## src/rtl/mem_pkg.sv

```systemverilog
// Shared encodings for the memory access unit: access sizes, FSM states and an
// alignment helper used when MEM_ALIGN_CHECK_EN is defined.
package mem_pkg;

  localparam logic [1:0] SZ_BYTE = 2'b00;
  localparam logic [1:0] SZ_HALF = 2'b01;
  localparam logic [1:0] SZ_WORD = 2'b10;

  typedef enum logic [1:0] {
    ST_IDLE      = 2'b00,
    ST_LOAD_WAIT = 2'b01,
    ST_RMW_MERGE = 2'b10
  } state_t;

  // Size 2'b11 is handled as a word, so any size with bit 1 set is a word.
  function automatic logic is_word(input logic [1:0] size);
    return size[1];
  endfunction

  function automatic logic misaligned(input logic [1:0] size, input logic [1:0] addr_lo);
    if (size == SZ_HALF) return addr_lo[0];
    if (is_word(size)) return |addr_lo;
    return 1'b0;
  endfunction

endpackage

```

## src/rtl/mem_lane_unit.sv

```systemverilog
// Little-endian lane extract/extend for loads and lane merge for sub-word stores.
// Purely combinational; a word access passes read or write data straight through.
module mem_lane_unit
  import mem_pkg::*;
(
  input  logic [1:0]  size,
  input  logic        sign_ext,
  input  logic [1:0]  addr_lo,
  input  logic [31:0] rdata,
  input  logic [31:0] wdata,
  output logic [31:0] load_data,
  output logic [31:0] merge_data
);

  logic [7:0]  byte_sel;
  logic [15:0] half_sel;
  logic [4:0]  byte_base;

  always_comb begin
    byte_base  = {addr_lo, 3'b000};
    byte_sel   = rdata[byte_base +: 8];
    half_sel   = addr_lo[1] ? rdata[31:16] : rdata[15:0];
    load_data  = rdata;
    merge_data = wdata;
    if (size == SZ_BYTE) begin
      load_data  = {{24{sign_ext & byte_sel[7]}}, byte_sel};
      merge_data = rdata;
      merge_data[byte_base +: 8] = wdata[7:0];
    end else if (size == SZ_HALF) begin
      load_data  = {{16{sign_ext & half_sel[15]}}, half_sel};
      merge_data = rdata;
      if (addr_lo[1]) merge_data[31:16] = wdata[15:0];
      else            merge_data[15:0]  = wdata[15:0];
    end
  end

endmodule

```

## src/rtl/mem_access_unit.sv

```systemverilog
// MEM-stage access unit: word stores go straight through, loads and sub-word
// stores take one extra cycle. Optional alignment trap via MEM_ALIGN_CHECK_EN.
//
// state        | meaning
// ST_IDLE      | accept request; word store writes immediately
// ST_LOAD_WAIT | read word returned; present extended load_data for one cycle
// ST_RMW_MERGE | read word returned; merge latched lane(s) and write back
module mem_access_unit
  import mem_pkg::*;
#(
  parameter int ADDR_W = 32
) (
  input  logic              clk,
  input  logic              rst,
  input  logic              mem_en,
  input  logic              mem_we,
  input  logic [1:0]        mem_size,
  input  logic              mem_signed,
  input  logic [ADDR_W-1:0] mem_addr,
  input  logic [31:0]       mem_wdata,
  output logic              stall,
  output logic              load_valid,
  output logic [31:0]       load_data,
`ifdef MEM_ALIGN_CHECK_EN
  output logic              addr_err,
`endif
  output logic              dmem_we,
  output logic [ADDR_W-1:0] dmem_addr,
  output logic [31:0]       dmem_wdata,
  input  logic [31:0]       dmem_rdata
);

  state_t            state, state_nxt;
  logic [ADDR_W-1:0] addr_q;
  logic [1:0]        size_q;
  logic              signed_q;
  logic [31:0]       wdata_q;
  logic [31:0]       load_q;
  logic [31:0]       lane_load;
  logic [31:0]       lane_merge;
  logic              bad_align;
  logic              err;

`ifdef MEM_ALIGN_CHECK_EN
  assign bad_align = misaligned(mem_size, mem_addr[1:0]);
  assign addr_err  = err;
`else
  assign bad_align = 1'b0;
`endif

  mem_lane_unit u_lane (
    .size       (size_q),
    .sign_ext   (signed_q),
    .addr_lo    (addr_q[1:0]),
    .rdata      (dmem_rdata),
    .wdata      (wdata_q),
    .load_data  (lane_load),
    .merge_data (lane_merge)
  );

  always_ff @(posedge clk or posedge rst) begin
    if (rst) begin
      state    <= ST_IDLE;
      addr_q   <= '0;
      size_q   <= SZ_BYTE;
      signed_q <= 1'b0;
      wdata_q  <= '0;
      load_q   <= '0;
    end else begin
      state <= state_nxt;
      if (state == ST_IDLE && mem_en) begin
        addr_q   <= mem_addr;
        size_q   <= mem_size;
        signed_q <= mem_signed;
        wdata_q  <= mem_wdata;
      end
      if (state == ST_LOAD_WAIT) load_q <= lane_load;
    end
  end

  // Outputs are forced quiet while rst is high so an aborted access never writes.
  always_comb begin
    state_nxt  = state;
    stall      = 1'b0;
    load_valid = 1'b0;
    dmem_we    = 1'b0;
    err        = 1'b0;
    load_data  = load_q;
    dmem_addr  = {addr_q[ADDR_W-1:2], 2'b00};
    dmem_wdata = lane_merge;
    if (!rst) begin
      case (state)
        ST_IDLE: begin
          dmem_addr  = {mem_addr[ADDR_W-1:2], 2'b00};
          dmem_wdata = mem_wdata;
          if (mem_en) begin
            if (bad_align) begin
              err = 1'b1;
            end else if (!mem_we) begin
              stall     = 1'b1;
              state_nxt = ST_LOAD_WAIT;
            end else if (is_word(mem_size)) begin
              dmem_we = 1'b1;
            end else begin
              stall     = 1'b1;
              state_nxt = ST_RMW_MERGE;
            end
          end
        end
        ST_LOAD_WAIT: begin
          load_valid = 1'b1;
          load_data  = lane_load;
          state_nxt  = ST_IDLE;
        end
        ST_RMW_MERGE: begin
          dmem_we   = 1'b1;
          state_nxt = ST_IDLE;
        end
        default: state_nxt = ST_IDLE;
      endcase
    end
  end

endmodule

```

## config.mk

```make
export PLATFORM = sky130hd
export DESIGN_NAME = mem_access_unit
export DESIGN_NICKNAME = d
export VERILOG_FILES = /design/src/rtl/mem_pkg.sv /design/src/rtl/mem_lane_unit.sv /design/src/rtl/mem_access_unit.sv
export SDC_FILE = /design/constraint.sdc
export NUM_CORES = 1
export LEC_CHECK = 0
export BUFFER_PORTS_ARGS = -buffer_cell sky130_fd_sc_hd__buf_2
export CELL_PAD_IN_SITES_DETAIL_PLACEMENT = 1
export CELL_PAD_IN_SITES_GLOBAL_PLACEMENT = 2
export CORE_UTILIZATION = 31
export CTS_BUF_LIST = sky130_fd_sc_hd__clkbuf_4
export CTS_CLUSTER_DIAMETER = 200
export DETAILED_ROUTE_END_ITERATION = 10
export GPL_TIMING_DRIVEN = 0
export MAX_ROUTING_LAYER = met4
export PLACE_DENSITY_LB_ADDON = 0.12
export REMOVE_ABC_BUFFERS = 1
export SLEW_MARGIN = 5
export SYNTH_ARGS = -nofsm -noshare
export SYNTH_HDL_FRONTEND = slang
export SYNTH_HIERARCHICAL = 1
export SYNTH_SLANG_ARGS = --single-unit
```

## constraint.sdc

```tcl
create_clock -name clk -period 2.88 [get_ports clk]
set_input_delay 0 -clock clk [delete_from_list [all_inputs] [get_ports clk]]
set_output_delay 0 -clock clk [all_outputs]
set_load 0.01 [all_outputs]
```

## Word-level counts from Yosys, hierarchy flattened

Cells that the tools add are included.

| operators by class | value |
|---|---|
| reduce and logical (&&, ||, !) cells | 4 |
| multiplexer cells | 30 |
| bitwise gates (word level) | 3 |
| shift-type cells | 3 |
| add/sub/neg operators | 1 |
| eq/ne operators | 5 |

Operators by type and width:

| cell | number |
|---|---|
| 32-bit 2-to-1 mux | 10 |
| 16-bit 2-to-1 mux | 3 |
| 32-bit bitwise mux | 1 |
| 8-bit by 7-bit variable shift with 32-bit output, first input constant | 1 |
| 32-bit by 6-bit indexed part select with 8-bit output | 1 |
| 8-bit by 7-bit indexed part select with 32-bit output | 1 |
| 1-bit 2-to-1 mux | 11 |
| 2-bit 2-to-1 mux | 4 |
| 5-bit negator with 7-bit output | 1 |
| 2-bit by 1-bit equality test with 1-bit output, second input constant | 2 |
| 2-bit logical NOT | 2 |
| 3-bit inequality test, second input constant | 1 |
| 3-bit AND reduction | 1 |
| 1-bit AND | 2 |
| 2-bit equality test, second input constant | 1 |
| 2-bit inequality test, second input constant | 1 |
| 1-bit case mux with 2 select lines | 1 |
| 1-bit logical AND | 1 |
| 1-bit NOT | 1 |

| word-level totals | value |
|---|---|
| flip-flop bits (word level) | 101 |
| word-level logic and storage cells | 52 |
| output and inout bits | 99 |
| bits of input ports | 103 |

## Longest topological paths before layout

| logic depth | value |
|---|---|
| depth in word-level cells | 6 |
| mapped depth | 9 |
| depth with buffers taken out | 6 |

## By module

The synthesis kept the hierarchy.

By module, submodules not included:

| module | cells each | area each (sq um) | sequential area each (sq um) | times used |
|---|---|---|---|---|
| mem_access_unit | 334 | 5032.3 | 2527.4 | 1 |
| mem_lane_unit | 279 | 2082.0 | 0.0 | 1 |

## Worst setup path after synthesis

OpenSTA, ideal clock, no wires.

| path | value |
|---|---|
| kind | input to output |
| start | in rst |
| end | out stall |
| data required time | 2.880 ns |
| arrival time | 2.759 ns |
| path slack | 0.121 ns |
| cell stages on the path | 3 |
| path through | buf_2 -> inv_1 -> and3_1 |

| between the ends | value |
|---|---|
| cells in the longest elaborated chain, start to end | 1 |

Ends and longest elaborated chain:

| what | RTL line | RTL |
|---|---|---|
| start: declaration | mem_access_unit.sv:14 | `input logic rst,` |
| 1-bit 2-to-1 mux | mem_access_unit.sv:91 | `if (!rst) begin` |
| end: declaration | mem_access_unit.sv:21 | `output logic stall,` |

Every way passes these cells.

## Final worst setup path

| path | value |
|---|---|
| start | reg size_q[0] |
| end | out dmem_wdata[0] |

| between the ends | value |
|---|---|
| cells in the longest elaborated chain, start to end | 5 |
| elaborated cells on any way between the ends | 6 |
| classes of those cells | eq/ne: 1; mux: 4; reduce/logical: 1 |

Ends and longest elaborated chain:

| what | RTL line | RTL |
|---|---|---|
| start: declaration | mem_access_unit.sv:35 | `logic [1:0] size_q;` |
| start signal: assignment | mem_access_unit.sv:73 | `size_q <= mem_size;` |
| 2-bit by 1-bit equality test with 1-bit output | mem_lane_unit.sv:29 | `end else if (size == SZ_HALF) begin` |
| 32-bit 2-to-1 mux | mem_lane_unit.sv:29 |  |
| 32-bit 2-to-1 mux * | mem_lane_unit.sv:25 | `if (size == SZ_BYTE) begin` |
| via lane_merge[0] | mem_access_unit.sv:40 | `logic [31:0] lane_merge;` |
| 32-bit 2-to-1 mux | mem_access_unit.sv:92 | `case (state)` |
| 32-bit 2-to-1 mux * | mem_access_unit.sv:91 |  |
| end: declaration | mem_access_unit.sv:29 | `output logic [31:0] dmem_wdata,` |

Mark *: on every way through the listed nets, which the timed path passes. The rest lies on a longest branch.

==> results by group <==
Setup path
  • RR Endpoint: addr_q[27]
  • FF-to-FF setup slack: 0.67 ns
  • Startpoint Class: flop
  • Reg2Reg Depth: 5
  • CP endpoint kind: primary output
  • Reg2reg start: state[1]
  • Data required time of the critical path: 2.88 ns
  • Critical path fanouts, max: 42
  • Setup Crit Path Kind: flop to primary output
  • Critical Path AT: 2.77 ns

Route
  • 1st-iter DRT viols: 218
  • Drt total wl: 24,200 um
  • Vias per cell: 5.31
  • Antenna-violating nets left: 0
  • Routed vias: 6,178
  • Post-route DRC: 0
  • DRT Pass-1 Iters: 4
  • Drt wl/cell: 20.8 um

Logic synthesis
  • Synth top cells by count: mux2_2, dfrtp_1, mux2_1, nand2_1, nor2_1
  • Top post-synthesis cells by area: dfrtp_1, mux2_2, mux2_1, mux4_2, mux2i_1
  • Post-synth ARST share: 100%
  • Mean Syn Cell Area: 11.6 um2
  • Synth top area share: 35.5%
  • Yosys cell types: 57
  • Main synth FF type: dfrtp_1
  • Most instantiated library cell after synthesis: mux2_2
  • Synth Cell Area: 0.00711 mm2
  • Post-synth top area cell: dfrtp_1
  • Synth Register Bits: 101
  • Post-synth EDFFs: 0
  • YS warnings: 6
  • Seq/Total Area, Yosys: 35.5%
  • Post-Synthesis Cells: 613

STA
  • Final period utilization: 96.3%
  • Post-route setup TNS: 0 ns
  • Worst Clk Skew: 0.0196 ns
  • Final hold vios: 0
  • # setup viols final: 0
  • Tmin final: 2.77 ns
  • RSZ-0062 raised after global routing: yes
  • Max-slew headroom: 42.1%
  • Fmax: 360 MHz
  • Worst slew pin tran: 0.869 ns
  • Pins Over Slew Limit: 0

Clock tree
  • CTS Buf Count: 9
  • Clk slew on worst S/H paths: 0.18 ns
  • Clock root buffer: clkbuf_4
  • TritonCTS clock tree: yes
  • H-tree levels: 3
  • Worst-Skew Late Latency: 0.49 ns
  • Clk buf depth: 2
  • CTS sink cnt: 101

Global route
  • Number of global-route vias before repair: 6,718
  • GRT overflow: 0
  • First-pass GRT wire length: 38,900 um
  • Largest net degree at the start of global routing: 54
  • Initial antenna violation count: 1
  • Total Routing Usage GR: 21.7%

Finish
  • Nets: 980
  • Fraction of layout cells with a size suffix above 1: 53.9%
  • Area grow syn2layout: 33.6%
  • Non-filler cells, final: 1,164
  • Fill cells: 2,496

Placement
  • Placed instance count: 1,052
  • Port Buf Inserts: 199
  • DP HPWL: 17,000 um
  • GPL Wtd Cong: 0.782

Floorplan
  • Initial Util: 31.5%
  • Boundary Pins: 202
  • Core area: 0.0226 mm2
  • Die Width: 153 um
  • Die area: 0.0236 mm2
  • Row count: 55
  • DIE HEIGHT: 153 um

Min path
  • Hold path depth: 4
  • HP Class: input port to flop
  • Hold endpoint: load_q[30]
  • Hold_sp: dmem_rdata[30]

Job
  • Max cap viols: 0

Power and ir drop
  • Power Internal: 3.70 mW
  • Sw power: 2.35 mW
  • Part of the power in registers: 35.1%
  • Peak VDD IR: 0.244 mV
  • Combinational fraction of design power: 50.6%
  • Power Density: 637 mW/mm2
  • Clock network power share: 14.3%
  • Leakage Power: 4.07 nW
  • Sw frac: 38.8%

Outcome
  • Outcome: completed
-- registers in the layout (all words and copies together), names as in the netlist --
register and count:
size_q 2, addr_q 32, wdata_q 32, state 2, signed_q 1, load_q 32
-- how the worst max path moves through the flow --
stage / startpoint / end / slack, ns / depth (start not counted)
2_1_floorplan: addr_q[1] / dmem_wdata[16] / -0.10 / 6
3_3_place_gp: rst / addr_q[4] / -1.51 / 2
3_5_place_dp: addr_q[0] / dmem_wdata[18] / -0.64 / 7
4_1_cts: addr_q[1] / dmem_wdata[0] / 0.0000007 / 8
5_1_grt: addr_q[0] / dmem_wdata[17] / -0.01 / 8
6_report: size_q[0] / dmem_wdata[0] / 0.11 / 5
-- power groups by stage --
stage	Clock, mW	Combinational [mW]	Sequential [mW]
final	0.867	3.06	2.12
after global routing	0.970	3.33	2.20
after CTS	0.920	3.06	2.12
after detailed placement	0	2.82	2.19
after global placement	0	2.70	2.17
after floorplan	0	1.85	2.07
-- logic make-up after synthesis --
group / count (synthesis) / synth area share, %
multiplexers: 226 / 36.7
buffers and inverters: 62 / 5.72
adder cells (fa/ha/maj): 5 / 0.879
AND/OR/NAND/NOR: 94 / 8.27
flip-flops: 101 / 35.5
other: 1 / 0.0527
AO/OA/AOI/OAI: 124 / 12.9
-- cell type report --
type | instances | area (um2) | share of cell area, %
clock buffer | 9 | 67.6 | 0.711
antenna | 2 | 5.00 | 0.0527
multi-input combinational | 451 | 4280 | 45.0
clock inverter | 7 | 86.3 | 0.908
timing repair inverter | 1 | 7.51 | 0.0790
timing repair buffer | 302 | 2120 | 22.3
tap | 285 | 357 | 3.75
sequential | 101 | 2540 | 26.8
inverter | 6 | 42.5 | 0.448
-- critical path: stages (launching register included) --
cell	delay (ns)
dfrtp_4	0.72
or2_4	0.47
o21a_2	0.34
a22o_1	0.30
mux2_2	0.28
buf_2	0.15
-- per-stage QoR --
stage | utilization, % | setup WS [ns] | area [um2] | hold WS (ns) | power, mW
after floorplan | - | -0.105 | 6730 | 0.0507 | 3.92
after global placement | 35.8 | -1.51 | 8090 | 0.220 | 4.87
after detailed placement | 36.7 | -0.640 | 8280 | 0.172 | 5.01
after CTS | 41.7 | 0.000000666 | 9410 | 0.00870 | 6.10
after global routing | 42.1 | -0.0149 | 9500 | 0.0573 | 6.50
final | 42.1 | 0.106 | 9500 | 0.0565 | 6.05
-- cells in the final DEF, fill, tap and decap left out, types with 5 or more instances in the layout --
| cell type | count |
|---|---|
| a211o_2 | 5 |
| mux2_2 | 181 |
| dfrtp_1 | 97 |
| buf_8 | 7 |
| a211oi_1 | 7 |
| buf_4 | 11 |
| o221ai_1 | 8 |
| a2bb2oi_1 | 13 |
| nor3b_1 | 13 |
| dlygate4sd3_1 | 79 |
| mux2_1 | 25 |
| nand2_1 | 21 |
| a22oi_1 | 7 |
| mux4_2 | 7 |
| a31oi_1 | 11 |
| mux2i_1 | 13 |
| nor2_1 | 20 |
| buf_2 | 199 |
| nand3b_1 | 6 |
| o22ai_1 | 18 |
| a22o_1 | 11 |
| nand3_1 | 5 |
| a21oi_1 | 14 |
| o21ai_0 | 12 |
| clkbuf_4 | 9 |
-- layer usage --
layer	track usage (%)	wire, um	vias to the layer above
met3	2.90	992	38
li1	-	-	2848
met2	35.5	11600	182
met5	-	0	-
met1	27.5	10900	3110
met4	7.86	626	0
-- timing repair --
action                                  4_1_cts  5_1_grt
endpoints found under the hold margin       125        0
resized for setup                            23        7
endpoints found under the setup margin       89       39
hold buffers                                 79        0
pin swaps                                     4        1
cloned                                        1        0
setup buffers                                 9        5
(Power assumes the default switching activity.)
